==> config.mk <==
export PLATFORM = sky130hd
export DESIGN_NAME = mem_ctrl_flat
export DESIGN_NICKNAME = d
export VERILOG_FILES = /design/src/rtl/mem_ctrl_pkg.sv /design/src/rtl/mem_ctrl_if.sv /design/src/rtl/mem_arbiter.sv /design/src/rtl/mem_ctrl.sv /design/src/flat_wrapper.sv
export SDC_FILE = /design/constraint.sdc
export NUM_CORES = 1
export LEC_CHECK = 0
export ABC_AREA = 1
export CORE_MARGIN = 3
export CORE_UTILIZATION = 30
export CTS_CLUSTER_DIAMETER = 50
export DETAILED_ROUTE_END_ITERATION = 10
export PLACE_DENSITY = 0.65
export SYNTH_ARGS = -nofsm -noshare
export SYNTH_HDL_FRONTEND = slang
export SYNTH_HIERARCHICAL = 1
export SYNTH_SLANG_ARGS = --single-unit
==> constraint.sdc <==
create_clock -name clk -period 1.9 [get_ports clk]
set_input_delay 0.475 -clock clk [delete_from_list [all_inputs] [get_ports clk]]
set_output_delay 0.475 -clock clk [all_outputs]
set_load 0.01 [all_outputs]
==> src/rtl/mem_ctrl_pkg.sv <==
// mem_ctrl_pkg: state, transfer-size and grant encodings shared by mem_ctrl and mem_arbiter.
package mem_ctrl_pkg;
  typedef enum logic [1:0] {IDLE, READ, WRITE, DONE} state_t;
  typedef enum logic {GNT_INST, GNT_DATA} gnt_t;
  localparam logic [1:0] SZ_BYTE = 2'b00;
  localparam logic [1:0] SZ_HALF = 2'b01;
  localparam logic [1:0] SZ_WORD = 2'b10;
  // Index of the final byte of a transfer; the reserved size code 11 behaves as a word.
  function automatic logic [1:0] last_idx(input logic [1:0] size);
    return size == SZ_BYTE ? 2'd0 : size == SZ_HALF ? 2'd1 : 2'd3;
  endfunction
endpackage

==> src/rtl/mem_ctrl_if.sv <==
// mem_ctrl_if: CPU fetch/data request ports plus the byte-wide RAM bus of mem_ctrl.
interface mem_ctrl_if #(
  parameter int LEN = 32,
  parameter int ADDR_WIDTH = 17
) ();
  logic rdy_in;
  logic busy;
  logic inst_req;
  logic [ADDR_WIDTH-1:0] inst_addr;
  logic [LEN-1:0] inst_data;
  logic inst_done;
  logic data_req;
  logic data_we;
  logic [1:0] data_size;
  logic [ADDR_WIDTH-1:0] data_addr;
  logic [LEN-1:0] data_wdata;
  logic [LEN-1:0] data_rdata;
  logic data_done;
  logic [7:0] ram_din;
  logic [7:0] ram_dout;
  logic [ADDR_WIDTH-1:0] ram_addr;
  logic ram_wr;
  modport slave (
    input rdy_in, inst_req, inst_addr, data_req, data_we, data_size, data_addr, data_wdata, ram_din,
    output busy, inst_data, inst_done, data_rdata, data_done, ram_dout, ram_addr, ram_wr
  );
  modport master (
    output rdy_in, inst_req, inst_addr, data_req, data_we, data_size, data_addr, data_wdata, ram_din,
    input busy, inst_data, inst_done, data_rdata, data_done, ram_dout, ram_addr, ram_wr
  );
endinterface

==> src/rtl/mem_arbiter.sv <==
// mem_arbiter: grant selection between fetch and data ports, and the last-grant register.
// MEM_CTRL_ROUND_ROBIN_EN alternates on contention; otherwise the data port always wins.
module mem_arbiter import mem_ctrl_pkg::*; (
  input  logic clk,
  input  logic rst,
  input  logic inst_req,
  input  logic data_req,
  input  logic accept,
  output gnt_t grant,
  output gnt_t owner
);
  gnt_t owner_q, owner_d;
`ifdef MEM_CTRL_ROUND_ROBIN_EN
  always_comb grant = inst_req && data_req ? (owner_q == GNT_INST ? GNT_DATA : GNT_INST)
                                           : (data_req ? GNT_DATA : GNT_INST);
`else
  always_comb grant = inst_req && !data_req ? GNT_INST : GNT_DATA;
`endif
  always_comb owner_d = accept ? grant : owner_q;
  always_ff @(posedge clk or negedge rst)
    if (!rst) owner_q <= GNT_INST;
    else owner_q <= owner_d;
  assign owner = owner_q;
endmodule

==> src/rtl/mem_ctrl.sv <==
// mem_ctrl: serialises fetch and data word accesses into byte transfers on a synchronous RAM.
// Optional round-robin contention handling via MEM_CTRL_ROUND_ROBIN_EN (inside mem_arbiter).
module mem_ctrl import mem_ctrl_pkg::*; #(
  parameter int LEN = 32,
  parameter int ADDR_WIDTH = 17
) (
  input logic clk,
  input logic rst,
  mem_ctrl_if.slave bus
);
  state_t state_q, state_d;
  gnt_t grant, owner;
  logic accept, is_data, is_read;
  logic [1:0] cnt_q, cnt_d, last_q, last_d;
  logic [ADDR_WIDTH-1:0] addr_q, addr_d;
  logic [LEN-1:0] wdata_q, wdata_d, buf_q, buf_d;
  logic [LEN-1:0] inst_data_q, inst_data_d, data_rdata_q, data_rdata_d;
  logic [7:0] dout_q, dout_d;
  logic wr_q, wr_d, inst_done_q, inst_done_d, data_done_q, data_done_d, busy_q, busy_d;

  assign accept = state_q == IDLE && bus.rdy_in && (bus.inst_req || bus.data_req);
  assign is_data = grant == GNT_DATA;
  assign is_read = state_q == READ;

  mem_arbiter u_arb (
    .clk      (clk),
    .rst      (rst),
    .inst_req (bus.inst_req),
    .data_req (bus.data_req),
    .accept   (accept),
    .grant    (grant),
    .owner    (owner)
  );

  always_comb begin
    state_d = state_q;
    cnt_d = cnt_q;
    last_d = last_q;
    addr_d = addr_q;
    wdata_d = wdata_q;
    buf_d = buf_q;
    dout_d = dout_q;
    wr_d = wr_q;
    inst_data_d = inst_data_q;
    data_rdata_d = data_rdata_q;
    inst_done_d = 1'b0;
    data_done_d = 1'b0;
    case (state_q)
      IDLE: if (accept) begin
        state_d = is_data && bus.data_we ? WRITE : READ;
        cnt_d = 2'd0;
        last_d = is_data ? last_idx(bus.data_size) : last_idx(SZ_WORD);
        addr_d = is_data ? bus.data_addr : bus.inst_addr;
        wdata_d = bus.data_wdata;
        buf_d = '0;
        wr_d = is_data && bus.data_we;
        dout_d = bus.data_wdata[7:0];
      end
      READ, WRITE: begin
        // ram_din at this edge is the byte addressed during the cycle just ending
        if (is_read) buf_d[8*cnt_q +: 8] = bus.ram_din;
        if (cnt_q == last_q) begin
          state_d = DONE;
          wr_d = 1'b0;
          inst_done_d = owner == GNT_INST;
          data_done_d = owner == GNT_DATA;
          inst_data_d = is_read && owner == GNT_INST ? buf_d : inst_data_q;
          data_rdata_d = is_read && owner == GNT_DATA ? buf_d : data_rdata_q;
        end else begin
          cnt_d = cnt_q + 2'd1;
          addr_d = addr_q + 1'b1;
          dout_d = wdata_q[8*cnt_d +: 8];
        end
      end
      default: state_d = IDLE;
    endcase
    busy_d = state_d != IDLE;
  end

  always_ff @(posedge clk or negedge rst)
    if (!rst) begin
      state_q <= IDLE;
      cnt_q <= '0;
      last_q <= '0;
      addr_q <= '0;
      wdata_q <= '0;
      buf_q <= '0;
      dout_q <= '0;
      wr_q <= 1'b0;
      inst_data_q <= '0;
      data_rdata_q <= '0;
      inst_done_q <= 1'b0;
      data_done_q <= 1'b0;
      busy_q <= 1'b0;
    end else begin
      state_q <= state_d;
      cnt_q <= cnt_d;
      last_q <= last_d;
      addr_q <= addr_d;
      wdata_q <= wdata_d;
      buf_q <= buf_d;
      dout_q <= dout_d;
      wr_q <= wr_d;
      inst_data_q <= inst_data_d;
      data_rdata_q <= data_rdata_d;
      inst_done_q <= inst_done_d;
      data_done_q <= data_done_d;
      busy_q <= busy_d;
    end

  assign bus.busy = busy_q;
  assign bus.inst_data = inst_data_q;
  assign bus.inst_done = inst_done_q;
  assign bus.data_rdata = data_rdata_q;
  assign bus.data_done = data_done_q;
  assign bus.ram_dout = dout_q;
  assign bus.ram_addr = addr_q;
  assign bus.ram_wr = wr_q;
endmodule

==> src/flat_wrapper.sv <==
// flat-port wrapper written by rule: the top's interface ports become plain ports
module mem_ctrl_flat import mem_ctrl_pkg::*;
#(
  parameter int LEN = 32,
  parameter int ADDR_WIDTH = 17
)
  (clk, rst, bus_rdy_in, bus_inst_req, bus_inst_addr, bus_data_req, bus_data_we, bus_data_size, bus_data_addr, bus_data_wdata, bus_ram_din, bus_busy, bus_inst_data, bus_inst_done, bus_data_rdata, bus_data_done, bus_ram_dout, bus_ram_addr, bus_ram_wr);
  mem_ctrl_if #(.LEN(LEN), .ADDR_WIDTH(ADDR_WIDTH)) bus_i ();
  input logic clk;
  input logic rst;
  input wire logic [$bits(bus_i.rdy_in)-1:0] bus_rdy_in;
  input wire logic [$bits(bus_i.inst_req)-1:0] bus_inst_req;
  input wire logic [$bits(bus_i.inst_addr)-1:0] bus_inst_addr;
  input wire logic [$bits(bus_i.data_req)-1:0] bus_data_req;
  input wire logic [$bits(bus_i.data_we)-1:0] bus_data_we;
  input wire logic [$bits(bus_i.data_size)-1:0] bus_data_size;
  input wire logic [$bits(bus_i.data_addr)-1:0] bus_data_addr;
  input wire logic [$bits(bus_i.data_wdata)-1:0] bus_data_wdata;
  input wire logic [$bits(bus_i.ram_din)-1:0] bus_ram_din;
  output wire logic [$bits(bus_i.busy)-1:0] bus_busy;
  output wire logic [$bits(bus_i.inst_data)-1:0] bus_inst_data;
  output wire logic [$bits(bus_i.inst_done)-1:0] bus_inst_done;
  output wire logic [$bits(bus_i.data_rdata)-1:0] bus_data_rdata;
  output wire logic [$bits(bus_i.data_done)-1:0] bus_data_done;
  output wire logic [$bits(bus_i.ram_dout)-1:0] bus_ram_dout;
  output wire logic [$bits(bus_i.ram_addr)-1:0] bus_ram_addr;
  output wire logic [$bits(bus_i.ram_wr)-1:0] bus_ram_wr;
  assign bus_i.rdy_in = bus_rdy_in;
  assign bus_i.inst_req = bus_inst_req;
  assign bus_i.inst_addr = bus_inst_addr;
  assign bus_i.data_req = bus_data_req;
  assign bus_i.data_we = bus_data_we;
  assign bus_i.data_size = bus_data_size;
  assign bus_i.data_addr = bus_data_addr;
  assign bus_i.data_wdata = bus_data_wdata;
  assign bus_i.ram_din = bus_ram_din;
  assign bus_busy = bus_i.busy;
  assign bus_inst_data = bus_i.inst_data;
  assign bus_inst_done = bus_i.inst_done;
  assign bus_data_rdata = bus_i.data_rdata;
  assign bus_data_done = bus_i.data_done;
  assign bus_ram_dout = bus_i.ram_dout;
  assign bus_ram_addr = bus_i.ram_addr;
  assign bus_ram_wr = bus_i.ram_wr;
  mem_ctrl #(.LEN(LEN), .ADDR_WIDTH(ADDR_WIDTH)) u_core (.clk(clk), .rst(rst), .bus(bus_i));
endmodule
Word-level counts from Yosys, hierarchy flattened --
Cells that the tools add are included.
Word-level totals: flip-flop bits (word level) 164, latch bits 0, bits in writable memories 0, bits in read-only memories 0, input port bits 82, output and inout port bits 93, word-level logic and storage cells 76, memories 0
Operators by class: add/subtract/negate cells 3, multiply operators 0, divide/modulo/power cells 0, order comparisons 0, equal/unequal tests 7, shift-type cells 3, muxes and demuxes 29, bitwise gates (word level) 1, reduce and logical (&&, ||, !) cells 19
Operators with widths (count):
- two-way mux 32 bit | 2
- case mux 32 bit (2 select lines) | 1
- two-way mux 17 bit | 3
- negation 5 -> 34 bit | 1
- case mux 17 bit (2 select lines) | 1
- variable shift 8 x 34 -> 32 bit (first input constant) | 1
- indexed part select 8 x 34 -> 32 bit | 1
- bitwise mux 32 bit | 1
- indexed part select 32 x 6 -> 8 bit | 1
- adder 17 x 1 -> 17 bit (second input constant) | 1
- two-way mux 2 bit | 8
- two-way mux 8 bit | 2
- case mux 8 bit (2 select lines) | 1
- AND reduction 3 bit | 4
- case mux 2 bit (2 select lines) | 2
- two-way mux 1 bit | 7
- logical AND 1 bit | 6
- equality test 2 x 1 -> 1 bit (second input constant) | 2
- logical NOT 2 bit | 2
- != test 2 bit (second input constant) | 2
- AND reduction 2 bit | 2
- nonzero test 2 bit | 2
- adder 2 x 1 -> 2 bit (second input constant) | 1
- equality test 2 bit | 1
- 7 further kinds | 7

Longest topological paths before layout --
word-level depth 8, gate-level depth with buffers 12, depth with buffers taken out 10

Hierarchy --
Netlist, hierarchy kept.
Modules (own cells, without submodules):
- mem_ctrl | instances 1, cells each 922, area an instance 7557.2 um^2, seq. area each 4078.9 um^2
- mem_arbiter | instances 1, cells each 7, area an instance 50.0 um^2, seq. area each 25.0 um^2

Worst setup path after synthesis --
No wires, ideal clock.
path kind reg2reg, start register u_core.cnt_q[0], end register u_core.buf_q[3], setup time 83 ps, arrival 2051 ps, data required time 1817 ps, setup slack -234 ps, stages on the path, launching flop included 8, buffers on the path 2, period minus slack after synthesis 2134 ps, cell sequence dfrtp_1 inv_1 buf_1 ha_1 buf_2 nor2_1 a32oi_1 o21ai_0
Between the ends: cells in the longest elaborated chain, start to end 5, elaborated cells between the ends (all ways) 6, those cells by class 1 x add/sub; 2 x shift; 3 x mux
Ends and longest elaborated chain:
- from (decl) | line mem_ctrl.sv:14 | logic [1:0] cnt_q, cnt_d, last_q, last_d;
- from (signal assigned) | line mem_ctrl.sv:97 | cnt_q <= cnt_d;
- negation 5 -> 34 bit * | line mem_ctrl.sv:61 | if (is_read) buf_d[8*cnt_q +: 8] = bus.ram_din;
- indexed part select 8 x 34 -> 32 bit or variable shift 8 x 34 -> 32 bit (tied branches) | line mem_ctrl.sv:61
- bitwise mux 32 bit * | line mem_ctrl.sv:61
- two-way mux 32 bit * | line mem_ctrl.sv:61
- case mux 32 bit (2 select lines) * | line mem_ctrl.sv:48 | case (state_q)
- to (signal assigned) | line mem_ctrl.sv:101 | buf_q <= buf_d;
- to (decl) | line mem_ctrl.sv:16 | logic [LEN-1:0] wdata_q, wdata_d, buf_q, buf_d;
Mark *: on every way between the ends. The rest lies on a longest branch, timed or not. A chain may end at the register's enable or synchronous reset.

Final worst setup path --
start register u_core.dout_q[6] (netlist: u_core/bus.ram_dout[6]), end output port bus_ram_dout[6]
RTL lines:
- from (decl) | line mem_ctrl.sv:18 | logic [7:0] dout_q, dout_d;
- from (signal assigned) | line mem_ctrl.sv:102 | dout_q <= dout_d;
- to (decl) | line flat_wrapper.sv:25 | output wire logic [$bits(bus_i.ram_dout)-1:0] bus_ram_dout;
No word-level cell between the ends.

==> summary.md <==
| Metric | Value |
|---|---|
| Outcome | `complete, no violations` |
| Power Dens Cells | `1610 nW/µm²` |
| Crit path max-delay cell type | `clkdlybuf4s50_1` |
| Total grt overflow | `0` |
| Iter 0 DRT Violations | `583` |
| Clock Sinks | `164` |
| Distinct cell type count after synthesis | `33` |
| Worst vdd ir | `782 µV` |
| Synth Area in Adders | `1.48%` |
| Pleak | `5.00 nW` |
| Worst R2R Start | `u_core/state_q[1]$_DFF_PN0_` |
| Critical path depth | `1` |
| Post-synthesis mux area share | `0%` |
| Initial Util | `30.9%` |
| Critical Path Source Type | `flip-flop` |
| CP top delay family | `buffers and inverters` |
| Largest family of logic cells by synthesized area | `simple AND/OR/NAND/NOR gates` |
| Logic pwr share | `47.3%` |
| Port bufs | `174` |
| CTS tree | `built` |
| Clock Path Buffers | `2` |
| Largest net degree at the start of global routing | `65` |
| Synth Area in XOR/XNOR | `0.329%` |
| Final min period | `1.86 ns` |
| Register area share after synthesis | `53.9%` |
| Setup-failing EPs final | `0` |
| Simple-Gate Fraction of Synth Area | `22.9%` |
| Least-Margin Pin Slew | `0.486 ns` |
| YS warnings | `6` |
| Via count | `6,991` |
| Syn avg cell area | `8.19 µm²` |
| I/O pin cnt | `175` |
| HP Class | `reg -> reg` |
| Dpl hpwl | `16,100 µm` |
| Critical path required time | `1.42 ns` |
| Vias in the first global route | `6,821` |
| Clock slew at the register clock pins of the worst setup and hold paths | `0.06 ns` |
| Sum Neg Setup Slack | `0 ns` |
| Initial antenna violation count | `0` |
| Psw | `6.81 mW` |
| GP Congestion | `0.826` |
| DRC | `0` |
| Sw Ratio | `39.2%` |
| Register-to-Register Path Depth | `8` |
| H-Tree Depth | `4` |
| Rel. slew slack | `67.4%` |
| Row Count | `57` |
| Layout cells sized above 1 | `11.1%` |
| Mapped cell area | `7610 µm²` |
| Crit Path Max Fanout | `2` |
| RSZ-0062 raised after global routing | `true` |
| WS Path Type | `reg -> out` |
| Die Area | `27,300 µm²` |
| Routed WL | `22,500 µm` |
| Core area | `24,600 µm²` |
| Power consumption | `17.4 mW` |
| Crit-path max cell delay | `0.56 ns` |
| Root Driver | `clkbuf_16` |
| Max Freq | `538 MHz` |
| Critical Path, Cell by Cell | `clkdlybuf4s50_1` |
| First-pass GRT wire length | `36,300 µm` |
| # nets final | `1,233` |
| Maxcap violations | `0` |
| Reg power frac | `32.3%` |
| Syn Inst Count | `929` |
| Crit share post-route | `97.8%` |
| Final WS setup | `0.0420 ns` |
| Vias/cell | `4.73` |
| FF-to-FF setup slack | `0.12 ns` |
| Reg2reg end | `u_core/bus.ram_dout[2]$_DFFE_PN0P_` |
| Critical Path End Type | `output pin` |
| Skew final | `0.00864 ns` |
| Placed inst area | `10,100 µm²` |
| Final Max Tran Viols | `0` |
| Clk Latency, worst-skew pair | `0.43 ns` |
| Worst Setup EP | `bus_ram_dout[6]` |
| Final std cells w/o fill | `1,479` |
| Clk pwr share | `20.4%` |
| Int Power | `10.6 mW` |
| Fin area | `10,800 µm²` |
| Die Ht | `165 µm` |
| Compound-cell area share of the yosys netlist | `15.8%` |
| Remaining antenna violation count | `0` |
| Bufs and invs on worst path | `1` |
| Routed wire length per instance | `15.2 µm` |
| Final hold violations | `0` |
| Worst path arrival time | `1.38 ns` |
| Global Route Usage Sum | `16.9%` |
| Synth Net Count | `1,020` |
| CTS buffer count | `17` |
| Layout area overhead | `42.2%` |
| Worst setup startpoint | `u_core/bus.ram_dout[6]$_DFFE_PN0P_` |
| Cell count after placement | `1,437` |
| # diodes | `0` |
| First drt pass iteration count | `5` |
| Place WS | `-0.170 ns` |
| Register bit total from synthesis | `164` |
| Die width | `165 µm` |
## cell usage in the layout, fill, tap and decap left out, types with 6 or more instances in the layout
| master | instances |
|---|---|
| buf_12 | 10 |
| buf_4 | 54 |
| o22ai_1 | 20 |
| o21ai_1 | 74 |
| nor2_1 | 81 |
| clkdlybuf4s50_1 | 160 |
| a32oi_1 | 8 |
| o21ai_0 | 59 |
| ha_1 | 6 |
| nand2_1 | 312 |
| nand3_1 | 18 |
| dlygate4sd2_1 | 9 |
| a22oi_1 | 12 |
| a21oi_1 | 40 |
| dfrtp_1 | 159 |
| clkbuf_16 | 17 |
| inv_1 | 50 |
| nor3_1 | 7 |
## worst min path at each step
| stage | startpoint | to | slack, ns | cells past startpoint |
|---|---|---|---|---|
| CTS | u_core/wdata_q[7]$_DFFE_PN0P_ | u_core/wdata_q[7]$_DFFE_PN0P_ | 0.48 | 2 |
| finish | u_core/wdata_q[8]$_DFFE_PN0P_ | u_core/wdata_q[8]$_DFFE_PN0P_ | 0.48 | 2 |
| global placement | rst | u_core/bus.inst_data[5]$_DFFE_PN0P_ | 0.36 | 1 |
| floorplan | rst | u_core/buf_q[0]$_DFFE_PN0P_ | 0.18 | 0 |
| detailed placement | rst | u_core/bus.data_rdata[0]$_DFFE_PN0P_ | 0.37 | 1 |
| global route | u_core/wdata_q[18]$_DFFE_PN0P_ | u_core/wdata_q[18]$_DFFE_PN0P_ | 0.50 | 2 |
## layer usage
layer	track usage [%]	wire, µm
met3	3.87	1330
met5	0	0
met4	3.62	191
met1	22.7	10100
met2	27.8	10800
## registers in the layout, summed over array words and instances (netlist names)
register and count:
u_core/bus.data_rdata 32, u_core/bus.ram_addr 17, u_core/state_q 2, u_core/bus.busy 1, u_core/u_arb/owner 1, u_core/bus.data_done 1
u_core/last_q 2, u_core/bus.ram_dout 8, u_core/bus.inst_done 1, u_core/cnt_q 2, u_core/bus.ram_wr 1, u_core/bus.inst_data 32
u_core/wdata_q 32, u_core/buf_q 32
## synthesized netlist by cell type (all sizes together)
library cell / n / area share [%]
a21oi: 41 / 2.8
dfrtp: 164 / 54
nor2: 86 / 4.5
buf: 29 / 2.1
nor3: 9 / 0.72
ha: 9 / 1.5
nand2: 316 / 16
o21ai: 134 / 8.9
inv: 52 / 2.6
o22ai: 20 / 1.6
a32oi: 8 / 0.92
clkinv: 3 / 0.15
a22oi: 14 / 1.4
xnor2: 2 / 0.33
o211ai: 1 / 0.099
nand4: 4 / 0.33
nand3: 21 / 1.6
clkbuf: 16 / 0.79
## cells by family (layout without fill, tap and decap cells)
logic type | Yosys count | after routing
AO/OA/AOI/OAI | 218 | 218
XOR/XNOR | 2 | 2
adder cells (fa/ha/maj) | 9 | 9
buffers and inverters | 100 | 326
flip-flops | 164 | 164
AND/OR/NAND/NOR | 436 | 436
## per-stage QoR
step	util, %	hold slack [ns]
after detailed placement	41.0	0.366
after CTS	43.5	0.482
after floorplan	-	0.179
after global routing	44.0	0.497
final	44.0	0.481
after global placement	41.0	0.363
## cell type report
type	instances	area, µm²
Fill cell	2469	13800
Timing Repair Buffer	239	2360
Multi-Input combinational cell	665	3130
Tap cell	324	405
Inverter	55	215
Clock inverter	13	149
Sequential cell	164	4110
Clock buffer	19	453
## power groups by stage
stage | registers (mW) | logic, mW | clock network, mW
after global routing | 5.80 | 9.17 | 3.79
after CTS | 5.65 | 8.08 | 3.62
after global placement | 5.68 | 7.91 | 0
after floorplan | 5.90 | 4.01 | 0
after detailed placement | 5.70 | 8.05 | 0
final | 5.62 | 8.22 | 3.54
## timing repair
action / in CTS / in global routing
setup buffers: 2 / 7
pin swaps: 0 / 1
setup endpoints to repair: 17 / 96
hold buffers: 1 / 0
hold endpoints to repair: 24 / 0
resized for setup: 15 / 17
No activity file was read; power rests on OpenSTA's default activity.
